===== config.mk =====
export PLATFORM = sky130hd
export DESIGN_NAME = vga_timing_gen_flat
export DESIGN_NICKNAME = d
export VERILOG_FILES = /design/src/rtl/vga_timing_pkg.sv /design/src/rtl/vga_timing_gen_if.sv /design/src/rtl/clk_en_div.sv /design/src/rtl/vga_timing_gen.sv /design/src/flat_wrapper.sv
export SDC_FILE = /design/constraint.sdc
export NUM_CORES = 1
export LEC_CHECK = 0
export BUFFER_PORTS_ARGS = -buffer_cell sky130_fd_sc_hd__buf_2
export CAP_MARGIN = 20
export CELL_PAD_IN_SITES_DETAIL_PLACEMENT = 1
export CELL_PAD_IN_SITES_GLOBAL_PLACEMENT = 2
export CORE_ASPECT_RATIO = 2
export CORE_MARGIN = 1.5
export CORE_UTILIZATION = 35
export CTS_BUF_LIST = sky130_fd_sc_hd__clkbuf_16
export DETAILED_ROUTE_END_ITERATION = 10
export GPL_TIMING_DRIVEN = 0
export PLACE_DENSITY_LB_ADDON = 0.1
export REMOVE_ABC_BUFFERS = 1
export SYNTH_ARGS = -nofsm -noshare
export SYNTH_HDL_FRONTEND = slang
export SYNTH_SLANG_ARGS = --single-unit

===== constraint.sdc =====
create_clock -name clk -period 2.7 [get_ports clk]
set_input_delay 0.135 -clock clk [delete_from_list [all_inputs] [get_ports clk]]
set_output_delay 0.135 -clock clk [all_outputs]
set_load 0.01 [all_outputs]

===== src/rtl/vga_timing_pkg.sv =====
// Default 640x480@60 timing constants and helpers for the VGA raster timing slice.
// Optional frame counter is enabled with the VGA_FRAME_CNT_EN macro.
package vga_timing_pkg;

  localparam int unsigned CNT_W   = 10;
  localparam int unsigned CNT_MAX = 1 << CNT_W;

  typedef logic [CNT_W-1:0] cnt_t;

  localparam int unsigned DEF_CLK_DIV   = 4;
  localparam int unsigned DEF_H_VISIBLE = 640;
  localparam int unsigned DEF_H_FP      = 16;
  localparam int unsigned DEF_H_SYNC    = 96;
  localparam int unsigned DEF_H_BP      = 48;
  localparam int unsigned DEF_V_VISIBLE = 480;
  localparam int unsigned DEF_V_FP      = 10;
  localparam int unsigned DEF_V_SYNC    = 2;
  localparam int unsigned DEF_V_BP      = 33;

  localparam bit SYNC_ACTIVE_LOW  = 1'b0;
  localparam bit SYNC_ACTIVE_HIGH = 1'b1;

  function automatic int unsigned h_total(input int unsigned vis, input int unsigned fp,
                                          input int unsigned sw, input int unsigned bp);
    return vis + fp + sw + bp;
  endfunction

  function automatic int unsigned v_total(input int unsigned vis, input int unsigned fp,
                                          input int unsigned sw, input int unsigned bp);
    return vis + fp + sw + bp;
  endfunction

endpackage


===== src/rtl/vga_timing_gen_if.sv =====
// Raster timing bundle from vga_timing_gen to pixel generator and VGA connector.
// frame_cnt exists only when VGA_FRAME_CNT_EN is defined.
interface vga_timing_gen_if;
  import vga_timing_pkg::*;

  logic pclk_en;
  cnt_t h_cnt;
  cnt_t v_cnt;
  logic valid;
  logic hsync;
  logic vsync;
  logic line_start;
  logic frame_start;
`ifdef VGA_FRAME_CNT_EN
  logic [7:0] frame_cnt;
`endif

  modport master (
`ifdef VGA_FRAME_CNT_EN
    output frame_cnt,
`endif
    output pclk_en, h_cnt, v_cnt, valid, hsync, vsync, line_start, frame_start
  );

  modport slave (
`ifdef VGA_FRAME_CNT_EN
    input frame_cnt,
`endif
    input pclk_en, h_cnt, v_cnt, valid, hsync, vsync, line_start, frame_start
  );

endinterface


===== src/rtl/clk_en_div.sv =====
// Clock-enable divider: registered one-clk pulse every DIV clocks.
// en_next_out is high in the cycle before en_out, letting consumers update in step with it.
module clk_en_div #(
  parameter int unsigned DIV = 4
) (
  input  logic clk,
  input  logic rst,
  output logic en_out,
  output logic en_next_out
);

  localparam int unsigned CW = (DIV > 1) ? $clog2(DIV) : 1;
  localparam logic [CW-1:0] DIV_LAST = CW'(DIV - 1);

  logic [CW-1:0] r_div_cnt;

  assign en_next_out = (r_div_cnt == DIV_LAST);

  always_ff @(posedge clk or posedge rst) begin
    if (rst) begin
      r_div_cnt <= '0;
      en_out    <= 1'b0;
    end else begin
      r_div_cnt <= en_next_out ? '0 : r_div_cnt + 1'b1;
      en_out    <= en_next_out;
    end
  end

endmodule


===== src/rtl/vga_timing_gen.sv =====
// VGA raster timing generator: pixel enable, h/v counters, registered decodes and strobes.
// Define VGA_FRAME_CNT_EN to add the mod-256 frame counter.
module vga_timing_gen
  import vga_timing_pkg::*;
#(
  parameter int unsigned CLK_DIV   = DEF_CLK_DIV,
  parameter int unsigned H_VISIBLE = DEF_H_VISIBLE,
  parameter int unsigned H_FP      = DEF_H_FP,
  parameter int unsigned H_SYNC    = DEF_H_SYNC,
  parameter int unsigned H_BP      = DEF_H_BP,
  parameter int unsigned V_VISIBLE = DEF_V_VISIBLE,
  parameter int unsigned V_FP      = DEF_V_FP,
  parameter int unsigned V_SYNC    = DEF_V_SYNC,
  parameter int unsigned V_BP      = DEF_V_BP,
  parameter bit          SYNC_POL  = SYNC_ACTIVE_LOW
) (
  input  logic              clk,
  input  logic              rst,
  vga_timing_gen_if.master  vga
);

  localparam int unsigned H_TOTAL = h_total(H_VISIBLE, H_FP, H_SYNC, H_BP);
  localparam int unsigned V_TOTAL = v_total(V_VISIBLE, V_FP, V_SYNC, V_BP);

  localparam cnt_t H_LAST   = cnt_t'(H_TOTAL - 1);
  localparam cnt_t V_LAST   = cnt_t'(V_TOTAL - 1);
  localparam cnt_t H_VIS    = cnt_t'(H_VISIBLE);
  localparam cnt_t V_VIS    = cnt_t'(V_VISIBLE);
  localparam cnt_t HS_FIRST = cnt_t'(H_VISIBLE + H_FP);
  localparam cnt_t HS_LAST  = cnt_t'(H_VISIBLE + H_FP + H_SYNC - 1);
  localparam cnt_t VS_FIRST = cnt_t'(V_VISIBLE + V_FP);
  localparam cnt_t VS_LAST  = cnt_t'(V_VISIBLE + V_FP + V_SYNC - 1);

  if (H_TOTAL > CNT_MAX) begin : g_h_total_chk
    $error("vga_timing_gen: H_TOTAL exceeds counter range");
  end
  if (V_TOTAL > CNT_MAX) begin : g_v_total_chk
    $error("vga_timing_gen: V_TOTAL exceeds counter range");
  end
  if (CLK_DIV < 2) begin : g_div_chk
    $error("vga_timing_gen: CLK_DIV must be at least 2");
  end

  logic w_pclk_en;
  logic w_adv;

  clk_en_div #(
    .DIV (CLK_DIV)
  ) u_clk_en_div (
    .clk         (clk),
    .rst         (rst),
    .en_out      (w_pclk_en),
    .en_next_out (w_adv)
  );

  cnt_t r_h_cnt;
  cnt_t r_v_cnt;
  cnt_t w_h_nxt;
  cnt_t w_v_nxt;
  logic w_h_wrap;
  logic w_hs_act;
  logic w_vs_act;
  logic w_line_nxt;
  logic r_valid;
  logic r_hsync;
  logic r_vsync;
  logic r_line_start;
  logic r_frame_start;

  // Decodes use next-state counters so they register on the same edge as the counters.
  always_comb begin
    w_h_wrap = (r_h_cnt == H_LAST);
    w_h_nxt  = r_h_cnt;
    w_v_nxt  = r_v_cnt;
    if (w_adv) begin
      w_h_nxt = w_h_wrap ? '0 : r_h_cnt + 1'b1;
      if (w_h_wrap) begin
        w_v_nxt = (r_v_cnt == V_LAST) ? '0 : r_v_cnt + 1'b1;
      end
    end
    w_hs_act   = (w_h_nxt >= HS_FIRST) && (w_h_nxt <= HS_LAST);
    w_vs_act   = (w_v_nxt >= VS_FIRST) && (w_v_nxt <= VS_LAST);
    w_line_nxt = w_adv && (w_h_nxt == '0);
  end

  // Reset parks the raster at the last back-porch pixel so the first enable starts a frame.
  always_ff @(posedge clk or posedge rst) begin
    if (rst) begin
      r_h_cnt       <= H_LAST;
      r_v_cnt       <= V_LAST;
      r_valid       <= 1'b0;
      r_hsync       <= ~SYNC_POL;
      r_vsync       <= ~SYNC_POL;
      r_line_start  <= 1'b0;
      r_frame_start <= 1'b0;
    end else begin
      r_h_cnt       <= w_h_nxt;
      r_v_cnt       <= w_v_nxt;
      r_valid       <= (w_h_nxt < H_VIS) && (w_v_nxt < V_VIS);
      r_hsync       <= w_hs_act ? SYNC_POL : ~SYNC_POL;
      r_vsync       <= w_vs_act ? SYNC_POL : ~SYNC_POL;
      r_line_start  <= w_line_nxt;
      r_frame_start <= w_line_nxt && (w_v_nxt == '0);
    end
  end

`ifdef VGA_FRAME_CNT_EN
  logic [7:0] r_frame_cnt;

  always_ff @(posedge clk or posedge rst) begin
    if (rst) begin
      r_frame_cnt <= '0;
    end else if (w_line_nxt && (w_v_nxt == '0)) begin
      r_frame_cnt <= r_frame_cnt + 1'b1;
    end
  end

  assign vga.frame_cnt = r_frame_cnt;
`endif

  assign vga.pclk_en     = w_pclk_en;
  assign vga.h_cnt       = r_h_cnt;
  assign vga.v_cnt       = r_v_cnt;
  assign vga.valid       = r_valid;
  assign vga.hsync       = r_hsync;
  assign vga.vsync       = r_vsync;
  assign vga.line_start  = r_line_start;
  assign vga.frame_start = r_frame_start;

endmodule


===== src/flat_wrapper.sv =====
// flat-port wrapper written by rule: the top's interface ports become plain ports
module vga_timing_gen_flat import vga_timing_pkg::*;
#(
  parameter int unsigned CLK_DIV   = DEF_CLK_DIV,
  parameter int unsigned H_VISIBLE = DEF_H_VISIBLE,
  parameter int unsigned H_FP      = DEF_H_FP,
  parameter int unsigned H_SYNC    = DEF_H_SYNC,
  parameter int unsigned H_BP      = DEF_H_BP,
  parameter int unsigned V_VISIBLE = DEF_V_VISIBLE,
  parameter int unsigned V_FP      = DEF_V_FP,
  parameter int unsigned V_SYNC    = DEF_V_SYNC,
  parameter int unsigned V_BP      = DEF_V_BP,
  parameter bit          SYNC_POL  = SYNC_ACTIVE_LOW
)
  (clk, rst, vga_pclk_en, vga_h_cnt, vga_v_cnt, vga_valid, vga_hsync, vga_vsync, vga_line_start, vga_frame_start);
  vga_timing_gen_if vga_i ();
  input  logic clk;
  input  logic rst;
  output wire logic [$bits(vga_i.pclk_en)-1:0] vga_pclk_en;
  output wire logic [$bits(vga_i.h_cnt)-1:0] vga_h_cnt;
  output wire logic [$bits(vga_i.v_cnt)-1:0] vga_v_cnt;
  output wire logic [$bits(vga_i.valid)-1:0] vga_valid;
  output wire logic [$bits(vga_i.hsync)-1:0] vga_hsync;
  output wire logic [$bits(vga_i.vsync)-1:0] vga_vsync;
  output wire logic [$bits(vga_i.line_start)-1:0] vga_line_start;
  output wire logic [$bits(vga_i.frame_start)-1:0] vga_frame_start;
  assign vga_pclk_en = vga_i.pclk_en;
  assign vga_h_cnt = vga_i.h_cnt;
  assign vga_v_cnt = vga_i.v_cnt;
  assign vga_valid = vga_i.valid;
  assign vga_hsync = vga_i.hsync;
  assign vga_vsync = vga_i.vsync;
  assign vga_line_start = vga_i.line_start;
  assign vga_frame_start = vga_i.frame_start;
  vga_timing_gen #(.CLK_DIV(CLK_DIV), .H_VISIBLE(H_VISIBLE), .H_FP(H_FP), .H_SYNC(H_SYNC), .H_BP(H_BP), .V_VISIBLE(V_VISIBLE), .V_FP(V_FP), .V_SYNC(V_SYNC), .V_BP(V_BP), .SYNC_POL(SYNC_POL)) u_core (.clk(clk), .rst(rst), .vga(vga_i));
endmodule

Yosys cells after proc, flatten, opt, wreduce, memory -nomap -nowiden
Cells that the tools add are included.

Output and inout bits: 26. Flip-flop bits (word level): 28. Logic and storage cells: 36. Input bits: 2.

Reductions and logical operators: 7. $lt $le $gt $ge: 6. Equal/unequal tests: 3. Multiplexer cells: 8. $add $sub $neg: 3.

Operators by type and width (count): 10-bit two-way mux (5); 10-bit by 1-bit adder with 10-bit output (second input constant) (2); 10-bit equality test (second input constant) (2); 10-bit logical NOT (2); 10-bit >= comparator (second input constant) (1); 10-bit by 9-bit >= comparator with 1-bit output (second input constant) (1); 10-bit <= comparator (second input constant) (1); 10-bit by 9-bit <= comparator with 1-bit output (second input constant) (1); 10-bit less-than comparator (second input constant) (1); 10-bit by 9-bit less-than comparator with 1-bit output (second input constant) (1); 1-bit logical AND (5); 2-bit by 1-bit adder with 2-bit output (second input constant) (1); 2-bit equality test (second input constant) (1); 1-bit two-way mux (2); 2-bit two-way mux (1).

Logic depth before layout (Yosys ltp)
Word-level depth: 7. Mapped depth: 8.

Modules after synthesis
Synthesis repeated with hierarchy kept, for this count alone.

Cells, all modules: 161. Area total of the unflattened synthesis: 1562.7 µm².

By module, submodules not included: vga_timing_gen (area an instance 1467.7 µm², cells each 155, seq. area each 640.6 µm², instances 1); clk_en_div (area an instance 95.1 µm², cells each 6, seq. area each 75.1 µm², instances 1).

Least setup slack after synthesis
OpenSTA, ideal clock, no wires.

Path kind: register to register. Start: register u_core.r_h_cnt[0], in the netlist u_core.vga.h_cnt[0]. End: register u_core.r_frame_start, in the netlist u_core.vga.frame_start. Setup time: 0.120 ns. Path slack: 0.472 ns. Stages on the path, launching flop included: 9. Arrival time: 2.108 ns. Cells stage by stage: dfstp_2 ha_1 nand2_1 or4_4 buf_6 nor3_4 xor2_2 a211oi_1 and4_1.

RTL lines: start, declared (RTL line vga_timing_gen.sv:56) `cnt_t r_h_cnt;`; start signal, assigned (RTL line vga_timing_gen.sv:97) `r_h_cnt <= w_h_nxt;`; 10-bit equality test (RTL line vga_timing_gen.sv:72) `w_h_wrap = (r_h_cnt == H_LAST);`; 10-bit two-way mux (RTL line vga_timing_gen.sv:77) `if (w_h_wrap) begin`; 10-bit two-way mux (RTL line vga_timing_gen.sv:75) `if (w_adv) begin`; via u_core.w_v_nxt[7] (RTL line vga_timing_gen.sv:59) `cnt_t w_v_nxt;`; 10-bit logical NOT (RTL line vga_timing_gen.sv:103) `r_frame_start <= w_line_nxt && (w_v_nxt == '0);`; 1-bit logical AND (RTL line vga_timing_gen.sv:103); end signal, assigned (RTL line vga_timing_gen.sv:103); end, declared (RTL line vga_timing_gen.sv:68) `logic r_frame_start;`.

The timed path passes the listed nets, and every way through them passes these cells.

Worst setup path in the final report
Start: register u_core.r_v_cnt[0], in the netlist u_core.vga.v_cnt[0]. End: register u_core.r_vsync, in the netlist u_core.vga.vsync.

Longest elaborated chain between the ends: 7.

RTL lines: start, declared (RTL line vga_timing_gen.sv:57) `cnt_t r_v_cnt;`; start signal, assigned (RTL line vga_timing_gen.sv:98) `r_v_cnt <= w_v_nxt;`; 10-bit by 1-bit adder with 10-bit output or 10-bit equality test (tied branches) (RTL line vga_timing_gen.sv:78) `w_v_nxt = (r_v_cnt == V_LAST) ? '0 : r_v_cnt + 1'b1;`; 10-bit two-way mux (RTL line vga_timing_gen.sv:78); 10-bit two-way mux (RTL line vga_timing_gen.sv:77); 10-bit two-way mux * (RTL line vga_timing_gen.sv:75); 10-bit by 9-bit >= comparator with 1-bit output or 10-bit by 9-bit <= comparator with 1-bit output (tied branches) (RTL line vga_timing_gen.sv:82) `w_vs_act = (w_v_nxt >= VS_FIRST) && (w_v_nxt <= VS_LAST);`; 1-bit logical AND * (RTL line vga_timing_gen.sv:82); 1-bit two-way mux * (RTL line vga_timing_gen.sv:101) `r_vsync <= w_vs_act ? SYNC_POL : ~SYNC_POL;`; end signal, assigned (RTL line vga_timing_gen.sv:93) `r_vsync <= ~SYNC_POL;`; end signal, assigned (RTL line vga_timing_gen.sv:101); end, declared (RTL line vga_timing_gen.sv:66) `logic r_vsync;`.

Every way passes the cells marked *; elsewhere a longest branch is shown, timed or not.

==> impl_metrics.yaml <==
outcome:
  status: "finished clean"
sta:
  maxSlewViolCount: 0
  min_period_ns: 2.49
  worst_pin_slew_ns: 0.461
  max_freq_mhz: 401
  rsz0062_at_grt: "no"
  period_share_pct: 92.3
  finalSetupViolations: 0
  holdWs_ns: 0.423
  relSlewSlack_pct: 69.2
  tns_ns: 0
  hold_violations: 0
  finClkSkew_ns: 0.00387
setup_path:
  slowest_stage: "dfrtp_1"
  critPathRequiredTime_ns: 2.88
  crit_type: "flip-flop to flip-flop"
  start_kind: "flip-flop"
  path_cells: "ha_2, nand3_1, or4_1, a211oi_1, a31o_2, and4_1, nand4_1"
  slowest_delay_ns: 0.53
  startpoint: "u_core.vga.v_cnt[0]$_DFF_PP0_"
  cp_data_arrival_time_ns: 2.67
  r2r_start: "u_core.vga.v_cnt[0]$_DFF_PP0_"
  crit_path_max_fanout: 10
  endpoint_kind: "flip-flop"
yosys:
  synth-seq-cells: 28
  ys.flop_type: "dfrtp_1"
  syn_inst: 165
  async_flop_share_pct: 100
  syn_area_sq_um: 1660
  syn_avg_cell_area_sq_um: 10.0
  synthDistinctLibCells: 52
  yosysWarnings: 0
  seq_area_frac_synth_pct: 43.2
  synth_edf_count: 0
cts:
  numCtsBuffers: 3
  clk_pin_slew_worst_paths_ns: 0.07
  cts_tree: "built"
  cts_sinks: 28
  htreeDepth: 1
  clk_path_buf_depth: 2
  insertion_delay_ns: 0.26
  cts_root_buffer: "clkbuf_16"
die:
  fp-row-count: 35
  start_util_pct: 36.0
  die_h_microns: 100
  boundaryPins: 28
  die_area_sq_um: 5180
  core-area_sq_um: 4600
  fp.dieW_microns: 51.6
final_layout:
  final_nets: 202
  num_antenna_cells: 0
  design_area_sq_um: 1990
  layout-drive-gt1-share_pct: 35.9
  final_common_cell: "buf_2"
  syn_to_final_growth_pct: 20.3
  final_util_pct: 43.3
  fillCellCount: 540
  final_cell_mix: "27 x buf_2, 16 x dfrtp_1, 13 x nand2_1"
global_route:
  grt_use_total_pct: 18.8
  grt-ovfl-total: 0
  grt_pass1_vias: 1443
  grt_antenna_before_repair: 0
  grt_max_degree: 29
  grt_pass1_wl_microns: 7400
placement:
  hpwl_microns: 3250
  place_congestion: 0.868
  placed_area_sq_um: 1800
  port_buffers: 27
pwr:
  comb_power_share_pct: 1.7
  clockPowerShare_pct: 50.5
  peakVddDrop_mv: 0.271
  power_mw: 0.878
  intPower_mw: 0.721
  switchingPower_mw: 0.157
  power.density_nw_per_um2: 440
  swShare_pct: 17.8
  seq_power_share_pct: 47.9
  p_leak_nw: 0.845
routing:
  drc_errors: 0
  routedWlPerCell_microns: 17.8
  antenna_left: 0
  drt-initial-drc-count: 17
  finalWirelength_microns: 4460
  vias: 1373
  via_per_inst: 5.49
  drt-pass1-iter-count: 4
min_path:
  hold_class: "input pin to asynchronous set/reset pin"
job:
  drv_cap: 0
==> power by group through the flow <==
stage	registers, mW	logic (mW)	clock network, mW
6_report	0.420	0.0147	0.443
5_1_grt	0.420	0.0167	0.468
4_1_cts	0.420	0.00954	0.452
3_5_place_dp	0.427	0.00948	0
3_3_place_gp	0.427	0.00912	0
2_1_floorplan	0.427	0.00606	0
==> path summary, 6_finish.rpt <==
| path | endpoint | slack, ns | cells past startpoint |
|---|---|---|---|
| max reg2reg | u_core.vga.vsync$_DFF_PP1_ | 0.21 | 7 |
| min reg2reg | u_core.u_clk_en_div.r_div_cnt[0]$_DFF_PP0_ | 0.45 | 1 |
| min in group clk | u_core.u_clk_en_div.r_div_cnt[0]$_DFF_PP0_ | 0.45 | 1 |
| min | u_core.u_clk_en_div.en_out$_DFF_PP0_ | 0.42 | 3 |
| max | u_core.vga.vsync$_DFF_PP1_ | 0.21 | 7 |
| max in group asynchronous | u_core.vga.v_cnt[9]$_DFF_PP1_ | 1.74 | 4 |
==> sequential cells by signal (all words and copies together), names as in the netlist <==
signal and count:
u_core.vga.line_start 1, u_core.vga.vsync 1, u_core.vga.h_cnt 10, u_core.vga.frame_start 1
u_core.vga.valid 1, u_core.vga.v_cnt 10, u_core.u_clk_en_div.en_out 1, u_core.vga.hsync 1
u_core.u_clk_en_div.r_div_cnt 2
==> kinds of logic (layout without fill, tap and decap cells) <==
| group | after synthesis | after routing | synth area share [%] |
|---|---|---|---|
| buffers and inverters | 17 | 47 | 5.74 |
| AOI/OAI and AO/OA | 24 | 24 | 10.5 |
| muxes | 2 | 2 | 1.28 |
| DFF | 28 | 28 | 43.2 |
| and+or+nand+nor | 77 | 77 | 28.9 |
| xor gates and xnor gates | 13 | 13 | 7.33 |
| adders and majority gates | 4 | 4 | 3.02 |
==> cell type report <==
cell class | instances | area [sq um] | area share, %
Clock inverter | 1 | 30.0 | 1.51
Clock buffer | 3 | 75.1 | 3.77
Tap cell | 55 | 68.8 | 3.45
Multi-Input combinational cell | 120 | 856 | 42.9
Sequential cell | 28 | 716 | 35.9
Inverter | 8 | 30.0 | 1.51
Timing Repair Buffer | 35 | 218 | 10.9
==> critical path, delay by kind of cell (launching register included) <==
kind | cells | cell delay (ns)
adders and majority gates | 1 | 0.31
DFF | 1 | 0.53
AOI/OAI and AO/OA | 2 | 0.43
and+or+nand+nor | 4 | 1.15
==> Yosys cell counts (2+ instances only) <==
cell type / count / area share, %
nor2_2: 2 / 0.76
nor2_1: 10 / 2.3
o21ai_2: 2 / 1.1
and3_1: 4 / 1.5
inv_1: 8 / 1.8
o21ai_0: 7 / 2.1
nand3_1: 7 / 2.1
nand2_1: 13 / 2.9
nor4_1: 2 / 0.76
o31ai_1: 2 / 0.91
ha_1: 4 / 3.0
a211oi_1: 2 / 0.91
nor3_1: 11 / 3.3
xor2_1: 4 / 2.1
dfrtp_1: 16 / 24
xnor2_1: 8 / 4.2
and4_1: 3 / 1.6
dfstp_2: 12 / 19
o2111ai_1: 2 / 1.1
clkbuf_2: 3 / 0.91
or4_1: 3 / 1.4
nand4_1: 8 / 3.0
buf_6: 3 / 2.0
==> through the flow <==
| stage | instances | setup WS, ns |
|---|---|---|
| final | 250 | 0.209 |
| after global routing | 250 | 0.0117 |
| after CTS | 248 | 0.0776 |
| after global placement | 238 | -0.266 |
| after floorplan | 156 | 0.358 |
| after detailed placement | 238 | -0.337 |
==> per-layer routing <==
layer / GRT usage (%) / routed length [microns] / vias up
li1: - / - / 660
met1: 21.9 / 1760 / 688
met2: 35.4 / 2600 / 21
met3: 1.34 / 61 / 4
met4: 5.06 / 47 / 0
met5: 0 / 0 / -
==> repair_timing <==
action / 4_1_cts / 5_1_grt
gates resized for setup: 0 / 3
hold buffers: 0 / 1
buffers inserted: 6 / 0
setup endpoints to repair: 5 / 3
pin swaps: 1 / 0
hold endpoints to repair: 0 / 5
No activity file was read; power rests on OpenSTA's default activity.
